### src/rtl/interrupt_ctrl.sv
// Prioritising interrupt front-end for the 5-stage MIPS datapath: synchronises request
// lines, latches rising edges as pending, and hands one line at a time to the controller.
module interrupt_ctrl #(
  parameter int NUM_IRQ     = 8,
  parameter int SYNC_STAGES = 2,
  parameter int ACK_TIMEOUT = 15
) (
  input  logic               clk,
  input  logic               rst_n,
  input  logic [NUM_IRQ-1:0] irq_in,
  input  logic [NUM_IRQ-1:0] irq_mask,
  input  logic               status,
  input  logic               epc_wen,
  output logic               interrupter,
  output logic [2:0]         interrupter_no,
  output logic               valid_interrupter,
  output logic [NUM_IRQ-1:0] pending
);

  typedef enum logic [1:0] {
    IDLE       = 2'd0,
    REQ        = 2'd1,
    WAIT_SET   = 2'd2,
    IN_HANDLER = 2'd3
  } state_e;

  localparam logic [3:0] TIMEOUT_LAST = 4'(ACK_TIMEOUT - 1);

  state_e                   state_q, state_d;
  logic [NUM_IRQ-1:0]       sync_q [SYNC_STAGES];
  logic [NUM_IRQ-1:0]       sync_d [SYNC_STAGES];
  logic [NUM_IRQ-1:0]       prev_q, prev_d;
  logic [NUM_IRQ-1:0]       armed_q, armed_d;
  logic [SYNC_STAGES-1:0]   settle_q, settle_d;
  logic [NUM_IRQ-1:0]       pending_q, pending_d;
  logic                     valid_q, valid_d;
  logic [2:0]               irq_no_q, irq_no_d;
  logic [3:0]               cnt_q, cnt_d;

  logic [NUM_IRQ-1:0]       sync_out;
  logic [NUM_IRQ-1:0]       rise;
  logic [NUM_IRQ-1:0]       cand;
  logic [NUM_IRQ-1:0]       clr;
  logic [2:0]               pri;
  logic                     ack_take;
  logic                     settled;

  assign sync_out = sync_q[SYNC_STAGES-1];
  assign settled  = settle_q[SYNC_STAGES-1];
  assign cand     = pending_q & irq_mask;
  assign ack_take = (state_q == REQ) && epc_wen;

  // A line only becomes armed once the synchroniser holds real samples and shows it low,
  // so a line already high at reset release needs a fresh low-to-high transition.
  always_comb begin
    sync_d[0] = irq_in;
    for (int k = 1; k < SYNC_STAGES; k++) begin
      sync_d[k] = sync_q[k-1];
    end
    prev_d   = sync_out;
    settle_d = (settle_q << 1) | SYNC_STAGES'(1);
    armed_d  = armed_q | ({NUM_IRQ{settled}} & ~sync_out);
    rise     = sync_out & ~prev_q & armed_q;
  end

  always_comb begin
    pri = '0;
    for (int i = NUM_IRQ - 1; i >= 0; i--) begin
      if (cand[i]) begin
        pri = 3'(i);
      end
    end
  end

  always_comb begin
    clr = '0;
    if (ack_take) begin
      clr[irq_no_q] = 1'b1;
    end
    pending_d = (pending_q & ~clr) | rise;
    valid_d   = |cand;
  end

  always_comb begin
    state_d = state_q;
    case (state_q)
      IDLE: begin
        if (!status && (cand != '0)) begin
          state_d = REQ;
        end
      end
      REQ: begin
        if (epc_wen) begin
          state_d = WAIT_SET;
        end else if (!irq_mask[irq_no_q] || status) begin
          state_d = IDLE;
        end
      end
      WAIT_SET: begin
        if (status) begin
          state_d = IN_HANDLER;
        end else if (cnt_q == TIMEOUT_LAST) begin
          state_d = IDLE;
        end
      end
      IN_HANDLER: begin
        if (!status) begin
          state_d = IDLE;
        end
      end
      default: state_d = IDLE;
    endcase
  end

  // The line number is captured only when a request is launched and then held through
  // the acknowledge and the handler so the cause read sees the serviced line.
  always_comb begin
    irq_no_d = irq_no_q;
    cnt_d    = cnt_q;
    if ((state_q == IDLE) && (state_d == REQ)) begin
      irq_no_d = pri;
    end
    if (ack_take) begin
      cnt_d = 4'd0;
    end else if (state_q == WAIT_SET) begin
      cnt_d = cnt_q + 4'd1;
    end
  end

  always_comb begin
    interrupter       = (state_q == REQ);
    interrupter_no    = irq_no_q;
    valid_interrupter = valid_q;
    pending           = pending_q;
  end

  always_ff @(posedge clk or negedge rst_n) begin
    if (!rst_n) begin
      state_q <= IDLE;
    end else begin
      state_q <= state_d;
    end
  end

  always_ff @(posedge clk or negedge rst_n) begin
    if (!rst_n) begin
      for (int k = 0; k < SYNC_STAGES; k++) begin
        sync_q[k] <= '0;
      end
      prev_q    <= '0;
      armed_q   <= '0;
      settle_q  <= '0;
      pending_q <= '0;
      valid_q   <= 1'b0;
      irq_no_q  <= '0;
      cnt_q     <= '0;
    end else begin
      for (int k = 0; k < SYNC_STAGES; k++) begin
        sync_q[k] <= sync_d[k];
      end
      prev_q    <= prev_d;
      armed_q   <= armed_d;
      settle_q  <= settle_d;
      pending_q <= pending_d;
      valid_q   <= valid_d;
      irq_no_q  <= irq_no_d;
      cnt_q     <= cnt_d;
    end
  end

endmodule
### config.mk
export PLATFORM = sky130hd
export DESIGN_NAME = interrupt_ctrl
export DESIGN_NICKNAME = d
export VERILOG_FILES = /design/src/rtl/interrupt_ctrl.sv
export SDC_FILE = /design/constraint.sdc
export NUM_CORES = 1
export LEC_CHECK = 0
export CAP_MARGIN = 20
export CORE_MARGIN = 3
export CORE_UTILIZATION = 51
export DETAILED_ROUTE_END_ITERATION = 16
export MAX_ROUTING_LAYER = met4
export PLACE_DENSITY_LB_ADDON = 0.3
export SETUP_SLACK_MARGIN = 0.5
export SLEW_MARGIN = 20
export SYNTH_ARGS = -nofsm -noshare
export SYNTH_HDL_FRONTEND = slang
export SYNTH_SLANG_ARGS = --single-unit
export TNS_END_PERCENT = 100
### constraint.sdc
create_clock -name clk -period 2.06 [get_ports clk]
set_clock_uncertainty 0.2 [all_clocks]
set_input_delay 0.309 -clock clk [delete_from_list [all_inputs] [get_ports clk]]
set_output_delay 0.309 -clock clk [all_outputs]
set_load 0.005 [all_outputs]
Word-level counts from Yosys, hierarchy flattened. Index checks and enable logic that the tools add are counted.

Order comparisons: 2. $add $sub $neg: 1. Equal/unequal tests: 5. Mux-type cells: 22. Bitwise operators: 10. Reductions and logical operators: 11.

Operator list (count): $and A8 B8 Y8 (5); $mux W3 (8); $not A8 Y8 (3); $or A8 B8 Y8 (2); $mux W2 (6); $mux W4 (2); $mux W8 (1); $pmux W2 S4 (1); $reduce_bool A8 Y1 (1); $reduce_or A8 Y1 (1); $add A4 B1 Y4 const B (1); $eq A2 B1 Y1 const B (2); $eq A2 B2 Y1 const B (2); $eq A4 B4 Y1 const B (1); $logic_and A1 B1 Y1 (4); $lt A3 B4 Y1 const B (1); $bmux W1 S3 (1); $demux W1 S3 (1); $ge A3 B1 Y1 const B (1); $logic_not A1 Y1 (2); $logic_not A2 Y1 (1); $mux W1 (2); $reduce_bool A2 Y1 (1); $logic_or A1 B1 Y1 (1).

Flip-flop bits (word level): 52. Logic and storage cells: 61. Input port bits: 20.

Longest topological paths before layout. Gate-level depths: netlist of run 1.

Word-level depth: 9. Mapped depth: 5.

Least setup slack after synthesis of run 1. OpenSTA, ideal clock, no wires.

Kind: register to register. From: register irq_no_q[1], in the netlist interrupter_no[1]. To: register state_q[0]. Data arrival time: 1.183 ns. Setup slack: 0.543 ns. Stages on the path, launching flop included: 5. Data required time: 1.726 ns. Cells stage by stage: dfrtp_1 > buf_6 > mux2_2 > o311ai_0 > o211ai_1.

Word-level cells in the longest chain between the ends: 7.

Ends and longest elaborated chain: start: declaration (line 37) `logic [2:0] irq_no_q, irq_no_d;`; start signal: assignment (line 166) `irq_no_q <= irq_no_d;`; $bmux W1 S3 (line 95) `end else if (!irq_mask[irq_no_q] || status) begin`; $mux W1 (not written as such) (line 95); $logic_not A1 Y1 (line 95); $logic_or A1 B1 Y1 (line 95); $mux W2 (line 95); $mux W2 (line 93) `if (epc_wen) begin`; $pmux W2 S4 (line 86) `case (state_q)`; via state_d[0] (line 29) `state_e state_q, state_d;`; end signal: assignment (line 141) `state_q <= state_d;`; end: declaration (line 29).

The timed path passes the listed nets, and every way through them passes these cells. The select of a mux whose other input is x is not followed. A chain may end at the register's enable or synchronous reset.

Worst setup path after layout of run 1.
From: register pending_q[2], in the netlist pending[2]. To: register irq_no_q[2], in the netlist interrupter_no[2].

Word-level cells in the longest chain between the ends: 7. Elaborated cells between the ends (all ways): 10.

Ends and longest elaborated chain: start: declaration (line 35) `logic [NUM_IRQ-1:0] pending_q, pending_d;`; start signal: assignment (line 164) `pending_q <= pending_d;`; $and A8 B8 Y8 (*) (line 50) `assign cand = pending_q & irq_mask;`; $reduce_bool A8 Y1 (line 88) `if (!status && (cand != '0)) begin`; $logic_and A1 B1 Y1 (line 88); $mux W2 (line 88); $pmux W2 S4 (line 86); $eq A2 B1 Y1 (line 120) `if ((state_q == IDLE) && (state_d == REQ)) begin`; $logic_and A1 B1 Y1 (line 120).

Every way passes the cells marked *; elsewhere a longest branch is shown, timed or not.

==> metrics, run 1 <==
status completed; Leak 1.13 nW; critical path cell sequence buf_6, a22oi_2, nand4_1, a21oi_1, a21oi_1; Die H 67.9 um; Vias 1506; Starting DRT DRC Count 97; RR Endpoint interrupter_no[2]; Synth warnings 0; switching pwr 0.949 mW; Tmin final 1.64 ns; Internal 1.89 mW; CP most frequent cell a21oi_1; Synth Area in XOR/XNOR 0; Worst EP required 2.04 ns; Worst VDD drop 0.668 mV; worst hold path depth 0; total grt overflow 0; DP HPWL 2700 um; Worst Setup Path Type reg -> reg; mux contribution to synthesized area 0.0212; WL final 4340 um; combinational share of power 0.364; Final GP Congestion 0.834; Setup crit end kind register; global-route wire length before repair 6500 um; TritonCTS clock tree done; Inst Count DP 240; post-route ant nets 0; final setup violation count 0; CTS H-Tree Depth 2; post-DR vias/cell 5.68; I/O pin cnt 33; Final nets 240; flops & latches, synth 52; clk root buf clkbuf_8; die area 4610 sq um; register share of total power 0.447; Setup TNS Final 0 ns; Reg2Reg Depth 5; synth-to-layout area growth 34.0%; DRT Pass-1 Iters 4; worst hold path startpoint sync_d[7]; most frequent cells in the layout dfrtp_1, nand2_1, clkdlybuf4s50_1, buf_4, o21ai_0; crit start category register; Synth Area in Adders 0.0128; Routed WL per cell 16.4 um; r2r setup slk 0.42 ns; final period utilization 0.797; core box area 3520 sq um; Post-synth EDFFs 0; effective utilization at floorplan 0.554; Max Slew Vio Count 0; RSZ-0062 raised after global routing true; vias in the first global route 1438; Clock transition at path regs 0.09 ns; post-synthesis cell type count 33; CTS Buffer Depth 2; Peak Freq 609 MHz; Net Sw Frac 0.334; commonest non-fill, non-tap cell in the layout dfrtp_1; Mapped Nets 185; Post-Syn Instances 163; Synth Flop Type dfrtp_1; initial antenna violation count 0; Avg Synthesized Cell Area 12.0 sq um; Async SR Flop Fraction 1.00; simple-gate share of the synthesized area 0.0942; clock share of power 0.189; antenna cells 0; slowest stage delay, CP 0.40 ns; final hold violation count 0; layout cells sized above 1 0.228; total CTS buffers 5; # rows 21; clk_lat worst skew 0.29 ns; Worst Hold Class reg -> reg; largest net degree at the start of global routing 36; slowest CP cell dfrtp_1; crit path max fanout 4; register area share after synthesis 0.667; clock tree sinks 52; Reg2Reg Launch Point pending[2]; # DRC 0; CP bufs+invs 1; Die X 67.9 um; maximum capacitance violations 0; hold path endpoint prev_d[7]; PwrDens 1080 nW/um^2; Port Buffers 32; Top delay family on crit path compound AO/OA/AOI/OAI gates; compound-cell area share of the yosys netlist 0.171; synthesized cell area 1950 sq um; Critical Path AT 1.62 ns; gr usage total 0.203; Post-Layout Cell Count 265; largest family of logic cells by synthesized area compound AO/OA/AOI/OAI gates
[through the flow]
stage / hold slack [ns] / worst slack, ns / utilization / total power [mW] / cell area [sq um]
3_3_place_gp: 0.0694 / 0.180 / 0.664 / 2.02 / 2340
5_1_grt: 0.167 / 0.346 / 0.743 / 3.02 / 2620
4_1_cts: 0.155 / 0.398 / 0.719 / 2.70 / 2530
2_1_floorplan: -0.187 / 0.543 / - / 1.72 / 1950
3_5_place_dp: 0.0684 / 0.0888 / 0.664 / 2.07 / 2340
6_report: 0.150 / 0.417 / 0.743 / 2.84 / 2620
[what timing repair did]
| action | in CTS | in global routing |
|---|---|---|
| pin swaps | 1 | 8 |
| setup buffers | 12 | 4 |
| endpoints found under the hold margin | 17 | 0 |
| gates resized for setup | 24 | 19 |
| endpoints found under the setup margin | 21 | 12 |
| hold buffers | 1 | 0 |
[cells in the mapped netlist, types with 3 or more instances]
master / n / area share
a21o_1: 8 / 0.031
a21oi_1: 9 / 0.023
a22oi_1: 4 / 0.015
a31oi_1: 3 / 0.0096
clkbuf_1: 3 / 0.0058
dfrtp_1: 52 / 0.67
inv_1: 11 / 0.021
mux2i_1: 3 / 0.015
nand2_1: 18 / 0.035
nand3_1: 5 / 0.013
nor2_1: 4 / 0.0077
o21ai_0: 17 / 0.044
[kinds of logic after synthesis]
group,Yosys count
other cells,1
mux,4
flops,52
fa+ha+maj,2
compound gates,52
simple gates,37
buf+inv,15
[routing by layer]
metal  part of all wire  wire, um  GRT usage  vias to the layer above
li1                   -         -          -                      678
met1               0.39      1700      0.228                      736
met2               0.50      2170      0.346                       77
met3              0.081       351     0.0476                       15
met4              0.028       121     0.0893                        0
met5                  0         0          -                        -
[power groups by stage]
stage          clock, mW  sequential [mW]  combinational, mW
2_1_floorplan          0             1.29              0.434
3_3_place_gp           0             1.33              0.683
3_5_place_dp           0             1.34              0.725
4_1_cts            0.563             1.25              0.883
5_1_grt            0.617             1.28               1.12
6_report           0.538             1.27               1.03
[how the worst max path moves through the flow]
| stage | startpoint | endpoint | slack [ns] | depth (start not counted) |
|---|---|---|---|---|
| final | pending[2] | interrupter_no[2] | 0.42 | 5 |
| after global routing | interrupter_no[1] | state_q[0] | 0.35 | 6 |
| after CTS | state_q[1] | interrupter | 0.40 | 2 |
| after detailed placement | epc_wen | pending[6] | 0.09 | 5 |
| after global placement | epc_wen | pending[0] | 0.18 | 5 |
| after floorplan | interrupter_no[1] | state_q[0] | 0.54 | 4 |
[sequential cells by signal, summed over array words and instances (netlist names), 3 cells and up]
name            flops
pending             8
cnt_q               4
sync_d              8
armed_q             8
prev_q              8
prev_d              8
interrupter_no      3
[layout make-up]
| cell class | instances | area, sq um |
|---|---|---|
| clock buffers | 5 | 68.8 |
| fillers | 232 | 905 |
| well taps | 46 | 57.6 |
| multi-input cells | 96 | 653 |
| flip-flops and latches | 52 | 1310 |
| repair buffers | 52 | 472 |
| clock inverters | 3 | 18.8 |
| inverters | 11 | 41.3 |
Note: power is estimated with default switching activity, not from simulation.
==> inputs of run 2 (changes only) <==
==> constraint.sdc (replaced) <==
create_clock -name clk -period 1.6 [get_ports clk]
set_clock_uncertainty 0.2 [all_clocks]
set_input_delay 0.24 -clock clk [delete_from_list [all_inputs] [get_ports clk]]
set_output_delay 0.24 -clock clk [all_outputs]
set_load 0.005 [all_outputs]
==> run 2 against run 1 <==
The run now ends with setup timing left. Maximum frequency shrank 6.7%. Critical path type unchanged. Largest power group is now combinational cells. Sequential power grew 31%. First-iteration DRC count grew to 2.6 times the previous value. Non-clock buffer count rose by 31. Highest routed layer unchanged. Sequential share of layout area shrank 6.5 points. Power increased by 62%. Die area is the same. Via count is 18% higher. Global-route usage up 6.5 points. Combinational power is 100% higher. Register-to-register slack worse by 0.58 ns. Routed wire length is 46% higher.
==> metrics, run 2 (synthesis results as in run 1) <==
die area 4610 sq um (unchanged); Die X 67.9 um (unchanged); CTS Buffer Depth 2 (unchanged); Peak Freq 568 MHz (was 609 MHz); DRT Pass-1 Iters 5 (was 4); post-route ant nets 0 (unchanged); commonest non-fill, non-tap cell in the layout dfrtp_1 (unchanged); Clock transition at path regs 0.09 ns (about the same); Final GP Congestion 0.884 (was 0.834); Critical Path AT 1.74 ns (was 1.62 ns); failing checks setup timing; Worst VDD drop 0.761 mV (was 0.668 mV); # rows 21 (unchanged); gr usage total 0.268 (was 0.203); combinational share of power 0.447 (was 0.364); RSZ-0062 raised after global routing true (unchanged); core box area 3520 sq um (unchanged); Final nets 271 (was 240); vias in the first global route 1680 (was 1438); Internal 2.98 mW (was 1.89 mW); Reg2Reg Launch Point interrupter_no[1] (was pending[2]); antenna cells 0 (unchanged); Post-Layout Cell Count 296 (was 265); most frequent cells in the layout dfrtp_1, buf_4, buf_6, clkdlybuf4s50_1, nand2_1 (was dfrtp_1, nand2_1, clkdlybuf4s50_1, buf_4, o21ai_0); status finished, violations left (was completed); initial antenna violation count 0 (unchanged); final period utilization 1.10 (was 0.797); Fill cells 157 (was 232); clock share of power 0.190 (was 0.189); global-route wire length before repair 8320 um (was 6500 um); Final WS setup -0.161 ns (was 0.417 ns); Port Buffers 32 (unchanged); Setup crit end kind register (unchanged); clk_lat worst skew 0.30 ns (was 0.29 ns); Worst EP required 1.58 ns (was 2.04 ns); Leak 1.32 nW (was 1.13 nW); Net Sw Frac 0.352 (was 0.334); Routed WL per cell 21.3 um (was 16.4 um); I/O pin cnt 33 (unchanged); PwrDens 1530 nW/um^2 (was 1080 nW/um^2); Die H 67.9 um (unchanged); hold path endpoint prev_d[4] (was prev_d[7]); switching pwr 1.62 mW (was 0.949 mW); post-DR vias/cell 6.00 (was 5.68); final instance area 3010 sq um (was 2620 sq um); worst hold path startpoint sync_d[4] (was sync_d[7]); Tmin final 1.76 ns (was 1.64 ns); # DRC 0 (unchanged); total CTS buffers 5 (unchanged); synth-to-layout area growth 54.0% (was 34.0%); Starting DRT DRC Count 253 (was 97); register share of total power 0.363 (was 0.447); Worst Hold Class reg -> reg (unchanged); CTS H-Tree Depth 2 (unchanged); layout cells sized above 1 0.420 (was 0.228); clk root buf clkbuf_8 (unchanged); effective utilization at floorplan 0.554 (unchanged); r2r setup slk -0.16 ns (was 0.42 ns); crit start category register (unchanged); final hold violation count 0 (unchanged); DP HPWL 2820 um (was 2700 um); Worst Setup Path Type reg -> reg (unchanged); WL final 6320 um (was 4340 um); maximum capacitance violations 0 (unchanged); Vias 1776 (was 1506); Inst Count DP 256 (was 240); Reg2Reg Depth 6 (was 5); final setup violation count 10 (was 0); DP Area 2480 sq um (was 2340 sq um); final design utilization 0.854 (was 0.743); crit path max fanout 9 (was 4); TritonCTS clock tree done (unchanged); total grt overflow 0 (unchanged); Max Slew Vio Count 0 (unchanged); RR Endpoint state_q[0] (was interrupter_no[2]); worst hold path depth 0 (unchanged); clock tree sinks 52 (unchanged); largest net degree at the start of global routing 53 (was 36)
==> run 2: worst max-delay path by stage <==
stage / from / end / slack [ns] / cells past startpoint
CTS: state_q[1] / pending[0] / -0.008 / 5
detailed placement: epc_wen / pending[0] / -0.17 / 5
global placement: epc_wen / pending[0] / -0.15 / 5
floorplan: interrupter_no[1] / state_q[0] / 0.14 / 4
finish: interrupter_no[1] / state_q[0] / -0.16 / 6
global route: interrupter_no[1] / state_q[0] / -0.23 / 6
==> run 2: per-layer routing <==
metal  track usage  part of all wire  up-vias
met2         0.439              0.48      124
met3        0.0690             0.087       35
met4         0.122             0.049        0
met5             -                 0        -
met1         0.312              0.38      876
li1              -                 -      741
==> run 2: what timing repair did <==
| action | CTS | global route |
|---|---|---|
| hold buffers | 1 | 0 |
| pin swaps | 11 | 9 |
| setup buffers | 20 | 11 |
| resized for setup | 82 | 27 |
| endpoints found under the setup margin | 31 | 31 |
| endpoints found under the hold margin | 52 | 0 |
==> run 2: per-stage QoR <==
stage               setup WS (ns)  setup TNS, ns  total power [mW]  hold WS (ns)
detailed placement         -0.169         -0.999              2.85        0.0547
global placement           -0.147         -0.743              2.78        0.0452
finish                     -0.161         -0.662              4.61         0.153
CTS                      -0.00845        -0.0107              4.05         0.150
floorplan                   0.137              0              2.29        -0.256
global route               -0.227         -0.935              4.81         0.142
==> run 2: worst max-delay path, stage by stage (launching register included) <==
cell and delay, ns:
dfrtp_1 0.37, buf_4 0.14, buf_6 0.17, mux2i_1 0.31, nand3_1 0.17, o311ai_1 0.12, o211ai_1 0.15
==> run 2: cell type report <==
cell class | instances | area (sq um) | share of cell area
flip-flops and latches | 52 | 1300 | 0.434
multi-input cells | 96 | 749 | 0.249
repair buffers | 83 | 743 | 0.247
clock buffers | 5 | 68.8 | 0.0229
well taps | 46 | 57.6 | 0.0191
clock inverters | 3 | 42.5 | 0.0141
inverters | 11 | 41.3 | 0.0137
==> run 2: power by group through the flow <==
stage	Sequential [mW]	Clock, mW	Combinational (mW)
6_report	1.67	0.876	2.06
5_1_grt	1.69	0.970	2.15
4_1_cts	1.61	0.909	1.53
3_5_place_dp	1.69	0	1.16
3_3_place_gp	1.67	0	1.10
2_1_floorplan	1.67	0	0.618
